File: config.mk
export PLATFORM = sky130hd
export DESIGN_NAME = muldiv_hilo
export DESIGN_NICKNAME = d
export VERILOG_FILES = /design/src/rtl/muldiv_hilo.sv
export SDC_FILE = /design/constraint.sdc
export NUM_CORES = 2
export LEC_CHECK = 0
export CAP_MARGIN = 15
export CORE_MARGIN = 2
export CORE_UTILIZATION = 41
export DETAILED_ROUTE_END_ITERATION = 16
export HOLD_SLACK_MARGIN = 0.05
export PLACE_DENSITY = 0.6
export SLEW_MARGIN = 20
export SYNTH_ARGS = -nofsm -noshare
export SYNTH_HDL_FRONTEND = slang
export SYNTH_SLANG_ARGS = --single-unit
File: constraint.sdc
create_clock -name clk -period 10.3 [get_ports clk]
set_clock_uncertainty 0.2 [all_clocks]
set_input_delay 2.06 -clock clk [delete_from_list [all_inputs] [get_ports clk]]
set_output_delay 2.06 -clock clk [all_outputs]
set_load 0.01 [all_outputs]
File: src/rtl/muldiv_hilo.sv
// muldiv_hilo: multi-cycle multiply/divide unit holding the architectural HI/LO
// registers for the MIPS execute stage.
//   - MULT/MULTU: 2*WIDTH-bit product of the latched operands, written to
//     {hi,lo} MUL_CYCLES edges after the request is accepted.
//   - DIV/DIVU: restoring shift-subtract on magnitudes, one quotient bit per
//     cycle, followed by a single sign fix-up cycle.
//   - MTHI/MTLO: single-cycle register writes from operand a.
// Optional macro MULDIV_HILO_BYPASS_EN: hi/lo become combinational forwards of
// the value being written in the write cycle; otherwise they are pure registers.
module muldiv_hilo #(
    parameter int WIDTH      = 32,
    parameter int MUL_CYCLES = 2
) (
    input  logic             clk,
    input  logic             rst,
    input  logic             start,
    input  logic [2:0]       op,
    input  logic [WIDTH-1:0] a,
    input  logic [WIDTH-1:0] b,
    input  logic             flush,
    output logic             stall,
    output logic             done,
    output logic             div_zero,
    output logic [WIDTH-1:0] hi,
    output logic [WIDTH-1:0] lo
);

    // Counter must hold both WIDTH-1 and MUL_CYCLES-1.
    localparam int CNT_W = $clog2(WIDTH + MUL_CYCLES);

    localparam logic [2:0] OP_MULT  = 3'b000;
    localparam logic [2:0] OP_MULTU = 3'b001;
    localparam logic [2:0] OP_DIV   = 3'b010;
    localparam logic [2:0] OP_DIVU  = 3'b011;
    localparam logic [2:0] OP_MTHI  = 3'b100;
    localparam logic [2:0] OP_MTLO  = 3'b101;

    localparam logic [CNT_W-1:0] CNT_ZERO = {CNT_W{1'b0}};
    localparam logic [CNT_W-1:0] CNT_ONE  = {{(CNT_W-1){1'b0}}, 1'b1};
    localparam logic [CNT_W-1:0] CNT_MUL  = CNT_W'(MUL_CYCLES - 1);
    localparam logic [CNT_W-1:0] CNT_DIV  = CNT_W'(WIDTH - 1);
    localparam logic [WIDTH-1:0] ZERO_W   = {WIDTH{1'b0}};
    localparam logic [WIDTH-1:0] ONE_W    = {{(WIDTH-1){1'b0}}, 1'b1};

    typedef enum logic [1:0] {
        ST_IDLE = 2'd0,
        ST_MUL  = 2'd1,
        ST_DIV  = 2'd2,
        ST_FIX  = 2'd3
    } state_t;

    // Two's-complement negate when neg is set, pass-through otherwise.
    function automatic logic [WIDTH-1:0] cond_neg(input logic [WIDTH-1:0] v,
                                                  input logic             neg);
        logic [WIDTH-1:0] r;
        if (neg) begin
            r = ~v + ONE_W;
        end else begin
            r = v;
        end
        return r;
    endfunction

    state_t             state_r;
    state_t             state_s;
    logic [CNT_W-1:0]   cnt_r;
    logic [WIDTH-1:0]   opa_r;
    logic [WIDTH-1:0]   opb_r;
    logic               sgn_r;
    logic [WIDTH-1:0]   rem_r;
    logic [WIDTH-1:0]   quo_r;
    logic               neg_q_r;
    logic               neg_r_r;
    logic [WIDTH-1:0]   hi_r;
    logic [WIDTH-1:0]   lo_r;
    logic               done_r;
    logic               div_zero_r;

    logic               issue_s;
    logic               b_zero_s;
    logic               op_mul_s;
    logic               op_div_s;
    logic               acc_mthi_s;
    logic               acc_mtlo_s;
    logic               acc_mul_s;
    logic               acc_div_s;
    logic               acc_dz_s;
    logic               div_sgn_s;
    logic               cnt_zero_s;

    logic [2*WIDTH-1:0] ext_a_s;
    logic [2*WIDTH-1:0] ext_b_s;
    logic [2*WIDTH-1:0] product_s;
    logic [WIDTH:0]     shifted_s;
    logic [WIDTH:0]     diff_s;
    logic [WIDTH-1:0]   q_fix_s;
    logic [WIDTH-1:0]   r_fix_s;
    logic [WIDTH-1:0]   abs_a_s;
    logic [WIDTH-1:0]   abs_b_s;

    logic               stall_s;
    logic               wr_s;
    logic [WIDTH-1:0]   wr_hi_s;
    logic [WIDTH-1:0]   wr_lo_s;

    // Decode the issue request; only an idle, unflushed start is accepted.
    always_comb begin
        issue_s    = (state_r == ST_IDLE) & start & ~flush;
        b_zero_s   = (b == ZERO_W);
        op_mul_s   = (op == OP_MULT) | (op == OP_MULTU);
        op_div_s   = (op == OP_DIV)  | (op == OP_DIVU);
        div_sgn_s  = (op == OP_DIV);
        acc_mthi_s = issue_s & (op == OP_MTHI);
        acc_mtlo_s = issue_s & (op == OP_MTLO);
        acc_mul_s  = issue_s & op_mul_s;
        acc_div_s  = issue_s & op_div_s & ~b_zero_s;
        acc_dz_s   = issue_s & op_div_s & b_zero_s;
        cnt_zero_s = (cnt_r == CNT_ZERO);
    end

    // Arithmetic datapath: product, one restoring-division step, sign fix-up.
    always_comb begin
        ext_a_s   = {{WIDTH{sgn_r & opa_r[WIDTH-1]}}, opa_r};
        ext_b_s   = {{WIDTH{sgn_r & opb_r[WIDTH-1]}}, opb_r};
        product_s = ext_a_s * ext_b_s;
        shifted_s = {rem_r, quo_r[WIDTH-1]};
        diff_s    = shifted_s - {1'b0, opb_r};
        q_fix_s   = cond_neg(quo_r, neg_q_r);
        r_fix_s   = cond_neg(rem_r, neg_r_r);
        abs_a_s   = cond_neg(a, div_sgn_s & a[WIDTH-1]);
        abs_b_s   = cond_neg(b, div_sgn_s & b[WIDTH-1]);
    end

    // FSM state register.
    always_ff @(posedge clk) begin
        if (rst) begin
            state_r <= ST_IDLE;
        end else begin
            state_r <= state_s;
        end
    end

    // FSM next-state logic; flush returns to IDLE from anywhere.
    always_comb begin
        state_s = state_r;
        if (flush) begin
            state_s = ST_IDLE;
        end else begin
            case (state_r)
                ST_IDLE: begin
                    if (acc_mul_s) begin
                        state_s = ST_MUL;
                    end else if (acc_div_s) begin
                        state_s = ST_DIV;
                    end else begin
                        state_s = ST_IDLE;
                    end
                end
                ST_MUL: begin
                    if (cnt_zero_s) begin
                        state_s = ST_IDLE;
                    end else begin
                        state_s = ST_MUL;
                    end
                end
                ST_DIV: begin
                    if (cnt_zero_s) begin
                        state_s = ST_FIX;
                    end else begin
                        state_s = ST_DIV;
                    end
                end
                ST_FIX:  state_s = ST_IDLE;
                default: state_s = ST_IDLE;
            endcase
        end
    end

    // FSM outputs: pipeline stall and the HI/LO write strobe with its data.
    always_comb begin
        stall_s = 1'b0;
        wr_s    = 1'b0;
        wr_hi_s = hi_r;
        wr_lo_s = lo_r;
        case (state_r)
            ST_IDLE: stall_s = acc_mul_s | acc_div_s;
            ST_MUL: begin
                stall_s = ~cnt_zero_s;
                if (cnt_zero_s & ~flush) begin
                    wr_s               = 1'b1;
                    {wr_hi_s, wr_lo_s} = product_s;
                end else begin
                    wr_s = 1'b0;
                end
            end
            ST_DIV:  stall_s = 1'b1;
            ST_FIX: begin
                stall_s = 1'b0;
                if (~flush) begin
                    wr_s    = 1'b1;
                    wr_hi_s = r_fix_s;
                    wr_lo_s = q_fix_s;
                end else begin
                    wr_s = 1'b0;
                end
            end
            default: stall_s = 1'b0;
        endcase
    end

    // Iteration counter: loaded on accept, counts down to the final cycle.
    always_ff @(posedge clk) begin
        if (rst) begin
            cnt_r <= CNT_ZERO;
        end else if (acc_mul_s) begin
            cnt_r <= CNT_MUL;
        end else if (acc_div_s) begin
            cnt_r <= CNT_DIV;
        end else if (((state_r == ST_MUL) | (state_r == ST_DIV)) & ~cnt_zero_s) begin
            cnt_r <= cnt_r - CNT_ONE;
        end else begin
            cnt_r <= cnt_r;
        end
    end

    // Operand latches and the divider's partial remainder / quotient shift.
    always_ff @(posedge clk) begin
        if (rst) begin
            opa_r   <= ZERO_W;
            opb_r   <= ZERO_W;
            sgn_r   <= 1'b0;
            rem_r   <= ZERO_W;
            quo_r   <= ZERO_W;
            neg_q_r <= 1'b0;
            neg_r_r <= 1'b0;
        end else if (acc_mul_s) begin
            opa_r <= a;
            opb_r <= b;
            sgn_r <= (op == OP_MULT);
        end else if (acc_div_s) begin
            quo_r   <= abs_a_s;
            opb_r   <= abs_b_s;
            rem_r   <= ZERO_W;
            neg_q_r <= div_sgn_s & (a[WIDTH-1] ^ b[WIDTH-1]);
            neg_r_r <= div_sgn_s & a[WIDTH-1];
        end else if (state_r == ST_DIV) begin
            // A shifted remainder at or above 2^WIDTH always exceeds the
            // divisor, so the restore branch never needs the top bit.
            if (~diff_s[WIDTH]) begin
                rem_r <= diff_s[WIDTH-1:0];
                quo_r <= {quo_r[WIDTH-2:0], 1'b1};
            end else begin
                rem_r <= shifted_s[WIDTH-1:0];
                quo_r <= {quo_r[WIDTH-2:0], 1'b0};
            end
        end else begin
            rem_r <= rem_r;
        end
    end

    // HI/LO registers and the done / div_zero pulses.
    always_ff @(posedge clk) begin
        if (rst) begin
            hi_r       <= ZERO_W;
            lo_r       <= ZERO_W;
            done_r     <= 1'b0;
            div_zero_r <= 1'b0;
        end else begin
            done_r     <= wr_s | acc_dz_s;
            div_zero_r <= acc_dz_s;
            if (wr_s) begin
                hi_r <= wr_hi_s;
                lo_r <= wr_lo_s;
            end else if (acc_mthi_s) begin
                hi_r <= a;
            end else if (acc_mtlo_s) begin
                lo_r <= a;
            end else begin
                hi_r <= hi_r;
            end
        end
    end

`ifdef MULDIV_HILO_BYPASS_EN
    // Forward the value being written this cycle onto hi/lo.
    always_comb begin
        if (wr_s) begin
            hi = wr_hi_s;
            lo = wr_lo_s;
        end else begin
            hi = acc_mthi_s ? a : hi_r;
            lo = acc_mtlo_s ? a : lo_r;
        end
    end
`else
    // hi/lo show register contents only.
    always_comb begin
        hi = hi_r;
        lo = lo_r;
    end
`endif

    assign stall    = stall_s;
    assign done     = done_r;
    assign div_zero = div_zero_r;

endmodule

**After elaboration in Yosys (flattened, before gate mapping)**

Cells that the tools add are included.

- Add/subtract/negate cells: 6
- Multiply operators: 1
- Eq/ne operators: 12
- Mux-type cells: 35
- Bitwise logic cells: 29
- Reductions and logical operators: 17

Operator list:

| operator | number |
|---|---|
| 2-to-1 mux 32 bit | 20 |
| adder 32 x 1 -> 32 bit, second input constant | 4 |
| NOT 32 bit | 4 |
| one-hot mux 32 bit (2 select lines) | 2 |
| multiplier 33 x 33 -> 64 bit | 1 |
| subtractor 33 x 32 -> 33 bit | 1 |
| logical NOT 32 bit | 1 |
| AND 1 bit | 15 |
| 2-to-1 mux 5 bit | 2 |
| nonzero test 2 bit | 5 |
| one-hot mux 2 bit (4 select lines) | 1 |
| equality test 3 x 2 -> 1 bit, second input constant | 2 |
| equality test 3 bit, second input constant | 2 |
| logical NOT 6 bit | 1 |
| 2-to-1 mux 1 bit | 6 |
| != test 3 bit, second input constant | 2 |
| subtractor 6 x 1 -> 6 bit, second input constant | 1 |
| bitwise OR 1 bit | 5 |
| AND reduction 5 bit | 1 |
| equality test 2 bit, second input constant | 2 |
| 2-to-1 mux 2 bit | 2 |
| NOT 1 bit | 4 |
| one-hot mux 1 bit (4 select lines) | 1 |
| AND reduction 2 bit | 2 |
| other kinds (12) | 13 |

- Flip-flop bits (word level): 205
- Bits of input ports: 71
- Output and inout port bits: 67
- Word-level logic and storage cells: 115

**Longest topological paths before layout**

- Word-level depth: 8
- Gate-level depth with buffers: 31
- Mapped depth without buffers: 28

**Worst setup path before layout**

No wires, ideal clock.

- Path type: register -> register
- From: register opa_r[31]
- To: register hi_r[31], in the netlist hi[31]
- Arrival: 8.070 ns
- Required time: 9.980 ns
- Path slack: 1.911 ns
- Stages on the path, launching flop included: 26
- Clock period less this slack: 8.389 ns
- Cell sequence: dfxtp_1 -> clkbuf_1 -> and2_1 -> clkbuf_1 -> nand2_1 -> inv_1 -> fa_1 -> fa_1 -> fa_1 -> fa_1 -> inv_1 -> fa_1 -> inv_1 -> fa_1 -> inv_1 -> fa_1 -> fa_1 -> inv_1 -> ha_1 -> and4_1 -> nand4_1 -> a2111oi_0 -> o22ai_1 -> nor4_1 -> mux2_2 -> a211o_1

- Longest elaborated chain between the ends: 5

RTL lines:

| element | RTL line | RTL |
|---|---|---|
| start: declaration | 67 | `logic [WIDTH-1:0] opa_r;` |
| start signal: assignment | 229 | `opa_r <= ZERO_W;` |
| start signal: assignment | 237 | `opa_r <= a;` |
| AND 1 bit | 123 | `ext_a_s = {{WIDTH{sgn_r & opa_r[WIDTH-1]}}, opa_r};` |
| multiplier 33 x 33 -> 64 bit (*) | 125 | `product_s = ext_a_s * ext_b_s;` |
| 2-to-1 mux 32 bit (*) | 189 | `if (cnt_zero_s & ~flush) begin` |
| one-hot mux 32 bit (2 select lines) (*) | 185 | `case (state_r)` |
| 2-to-1 mux 32 bit (*) | 271 | `if (wr_s) begin` |
| end signal: assignment | 272 | `hi_r <= wr_hi_s;` |
| end signal: assignment | 279 | `hi_r <= hi_r;` |
| end: declaration | 74 | `logic [WIDTH-1:0] hi_r;` |

Mark *: on every way between the ends. The rest lies on a longest branch, timed or not. The select of a mux whose other input is x is not followed.
A chain may end at the register's enable or synchronous reset.

**Worst setup path after layout**

- From: register opb_r[9]
- To: register hi_r[31], in the netlist hi[31]

- Longest elaborated chain between the ends: 4

RTL lines:

| element | RTL line | RTL |
|---|---|---|
| start: declaration | 68 | `logic [WIDTH-1:0] opb_r;` |
| start signal: assignment | 242 | `opb_r <= abs_b_s;` |
| multiplier 33 x 33 -> 64 bit | 125 |  |
| 2-to-1 mux 32 bit | 189 |  |
| one-hot mux 32 bit (2 select lines) | 185 |  |
| 2-to-1 mux 32 bit | 271 |  |

No other way between the ends. The select of a mux whose other input is x is not followed.

==> flow_summary.ini <==
[cells_and_area]
fraction_of_final_layout_cells_sized_beyond_drive_strength_1_pct = 3.53
finalNetCount = 7301
final_common_cell = inv_1
layout-area-overhead-vs-synth_pct = 7.60
layout.cells.most_common_list = inv_1, fa_1, nand2_1
cell_area_after_layout_um2 = 54600

[power]
share_seq_of_total_power_pct = 36.1
clkPwrFrac_pct = 37.6
power.density_cell_area_nw_per_um2 = 44.1
power.switching_uw = 842
switching_share_pct = 34.9
total_leakage_power_nw = 25.5
ir_worst_vdd_v = 0.000108
post-layout-total-power_mw = 2.41
comb_power_share_pct = 26.3
p_int_mw = 1.57

[synth]
syn-cell-area_um2 = 50800
synth_cells = 5925
postSynth.asyncResetShare_pct = 0
synth_area_per_cell_um2 = 8.57
ys_seq_area_share_pct = 8.08
yosys_warnings = 0
synth_register_bits = 205
syn-num-nets = 7375
synth-edff-count = 0
ys.flop_type = dfxtp_1
number_of_library_cell_types_mapped_by_synthesis = 73

[clocking]
clockRootBuffer = clkbuf_16
cts_max_path_buffers = 3
insertion_delay_ps = 540
post_cts_hold_buffer_count = 0
cts_clock_pin_slew_for_the_worst_setup_and_hold_paths_ps = 70
tritoncts = done
numClockSinks = 205
postCtsSetupBuffers = 0
postCtsResizedCells = 0
h-tree-depth = 1
cts-buffers-inserted = 24

[timing]
hold_slack_ps = 257
finalHoldViolations = 0
fin_tns_setup_ps = 0
post-route-period-util_pct = 91.4
drv_slew = 0
fin_ws_ps = 890
final-setup-viol-count = 0
setup_repair_after_global_routing_missed_its_margin = no
achievable-frequency_mhz = 106
period_minus_slack_ps = 9410
worst_pin_slew_ps = 1200
max_slew_margin_pct = 20.1

[die]
core_um2 = 123000
fp-row-count = 129
io_pins = 138
floorplan.initialDensity_pct = 41.2
dieHeight_um = 356
floorplan.die.width_um = 356
die-area_um2 = 127000

[route]
detail_route.wirelength_um = 155000
route.detailed.drc = 0
m1WireLength_um = 63400
wl_met3_um = 8190
dr_wl_met2_um = 76800
drtPass1Iterations = 6
top_layer_reached_by_signal_wires = met4
viasPerCell = 5.36
ant_nets = 0
routed-via-count = 40211
avgRoutedWirePerCell_um = 20.7
detailedRoute.firstIterationViolations = 3193

[placed_design]
place_area_um2 = 53800
dp.final_hpwl_um = 126000
place_ws_ps = 982
place_congestion = 0.949
io_buffers = 137

[run]
total_of_max_cap_violations = 0

[worst_setup_path]
cp.required_ps = 10530
cp_num_cells = 26
crit_path_arrival_time_ps = 9640
critical_path.slowest_cell = dfxtp_1
worst-r2r-cell-count = 26
worstSetupStartpointType = register
setup.worst_path.class = reg2reg
cpPeakStageDelay_ps = 990
crit_family = adder cells
cp_common_cell = fa_1
path_buf_inv = 7
critical_path_peak_fanout = 20
cp-end-kind = register

[grt]
antenna_found_initial = 6
grt_first_pass_wirelength_um = 248000
global_route.overflow_total = 0
grt_pass1_vias = 42555
groute.usage.overall_pct = 25.1
grt_max_degree = 91

[worst_hold_path]
hp-class = reg2reg
timing.hold.worst_path_depth = 2

[outcome]
result_of_the_run = finished clean
[kinds of logic after synthesis]
family	count (synthesis)	share of synthesized area (%)
AND/OR/NAND/NOR	1843	16.7
AO/OA/AOI/OAI	732	9.26
buffers and inverters	1539	11.4
multiplexers	8	0.163
XOR/XNOR	219	3.78
adder cells (fa/ha/maj)	1379	50.6
flip-flops	205	8.08
[worst reg2reg max path, delay by kind of cell (launching register included)]
kind,cells,cell delay (ps)
adder cells (fa/ha/maj),9,4600
multiplexers,1,380
buffers and inverters,7,960
AO/OA/AOI/OAI,4,1290
flip-flops,1,990
AND/OR/NAND/NOR,5,890
[sequential cells by signal, summed over array words and instances, names as in the netlist, 2 cells and up]
register	flops
cnt_r	6
hi	32
lo	32
opa_r	32
opb_r	32
quo_r	32
rem_r	32
state_r	2
[metrics by stage]
step | instances | utilization, %
2_1_floorplan | 5925 | -
3_3_place_gp | 7462 | 43.6
3_5_place_dp | 7462 | 43.6
4_1_cts | 7503 | 44.3
5_1_grt | 7506 | 44.3
6_report | 7507 | 44.3
[power by group through the flow]
stage          clock network (mW)  logic (mW)  registers, mW
2_1_floorplan                   0       0.395          0.842
3_3_place_gp                    0       0.622          0.885
3_5_place_dp                    0       0.626          0.886
4_1_cts                     0.906       0.630          0.868
5_1_grt                     0.944       0.691          0.871
6_report                    0.905       0.635          0.870
[final timing paths]
path / start / end / slack [ps]
worst max-delay path: opb_r[9]$_SDFFE_PP0P_ / hi[31]$_SDFFE_PP0P_ / 890
worst min-delay path: opa_r[5]$_SDFFE_PP0P_ / opa_r[5]$_SDFFE_PP0P_ / 260
worst max register to register: opb_r[9]$_SDFFE_PP0P_ / hi[31]$_SDFFE_PP0P_ / 890
worst min register to register: opa_r[5]$_SDFFE_PP0P_ / opa_r[5]$_SDFFE_PP0P_ / 260
[cell type report]
type | instances | area, um^2
fill | 12436 | 68700
multi-input combinational | 4181 | 40900
inverter | 1187 | 4460
sequential | 205 | 4110
timing repair buffer | 252 | 2240
tap | 1637 | 2050
clock buffer | 35 | 733
clock inverter | 6 | 80.1
antenna | 4 | 10.0
[per-layer routing]
metal  up-vias  GRT usage [%]
li1      17860              -
met1     20719           33.2
met3       305           2.06
met2      1327           43.2
met4         0           9.17
met5         -              0
[cells in the mapped netlist, types with 67 or more instances]
| cell | instances | area share (%) |
|---|---|---|
| inv_1 | 1187 | 8.8 |
| o21ai_0 | 130 | 1.3 |
| a21oi_1 | 237 | 2.3 |
| fa_1 | 1126 | 44 |
| a211oi_1 | 87 | 1.3 |
| dfxtp_1 | 205 | 8.1 |
| nor2_1 | 254 | 1.9 |
| nand2_1 | 953 | 7.0 |
| xor2_1 | 90 | 1.6 |
| xnor2_1 | 129 | 2.2 |
| and2_1 | 350 | 4.3 |
| nand3_1 | 67 | 0.66 |
| clkbuf_1 | 335 | 2.5 |
| ha_1 | 253 | 6.2 |
No activity file was read; power rests on OpenSTA's default activity.
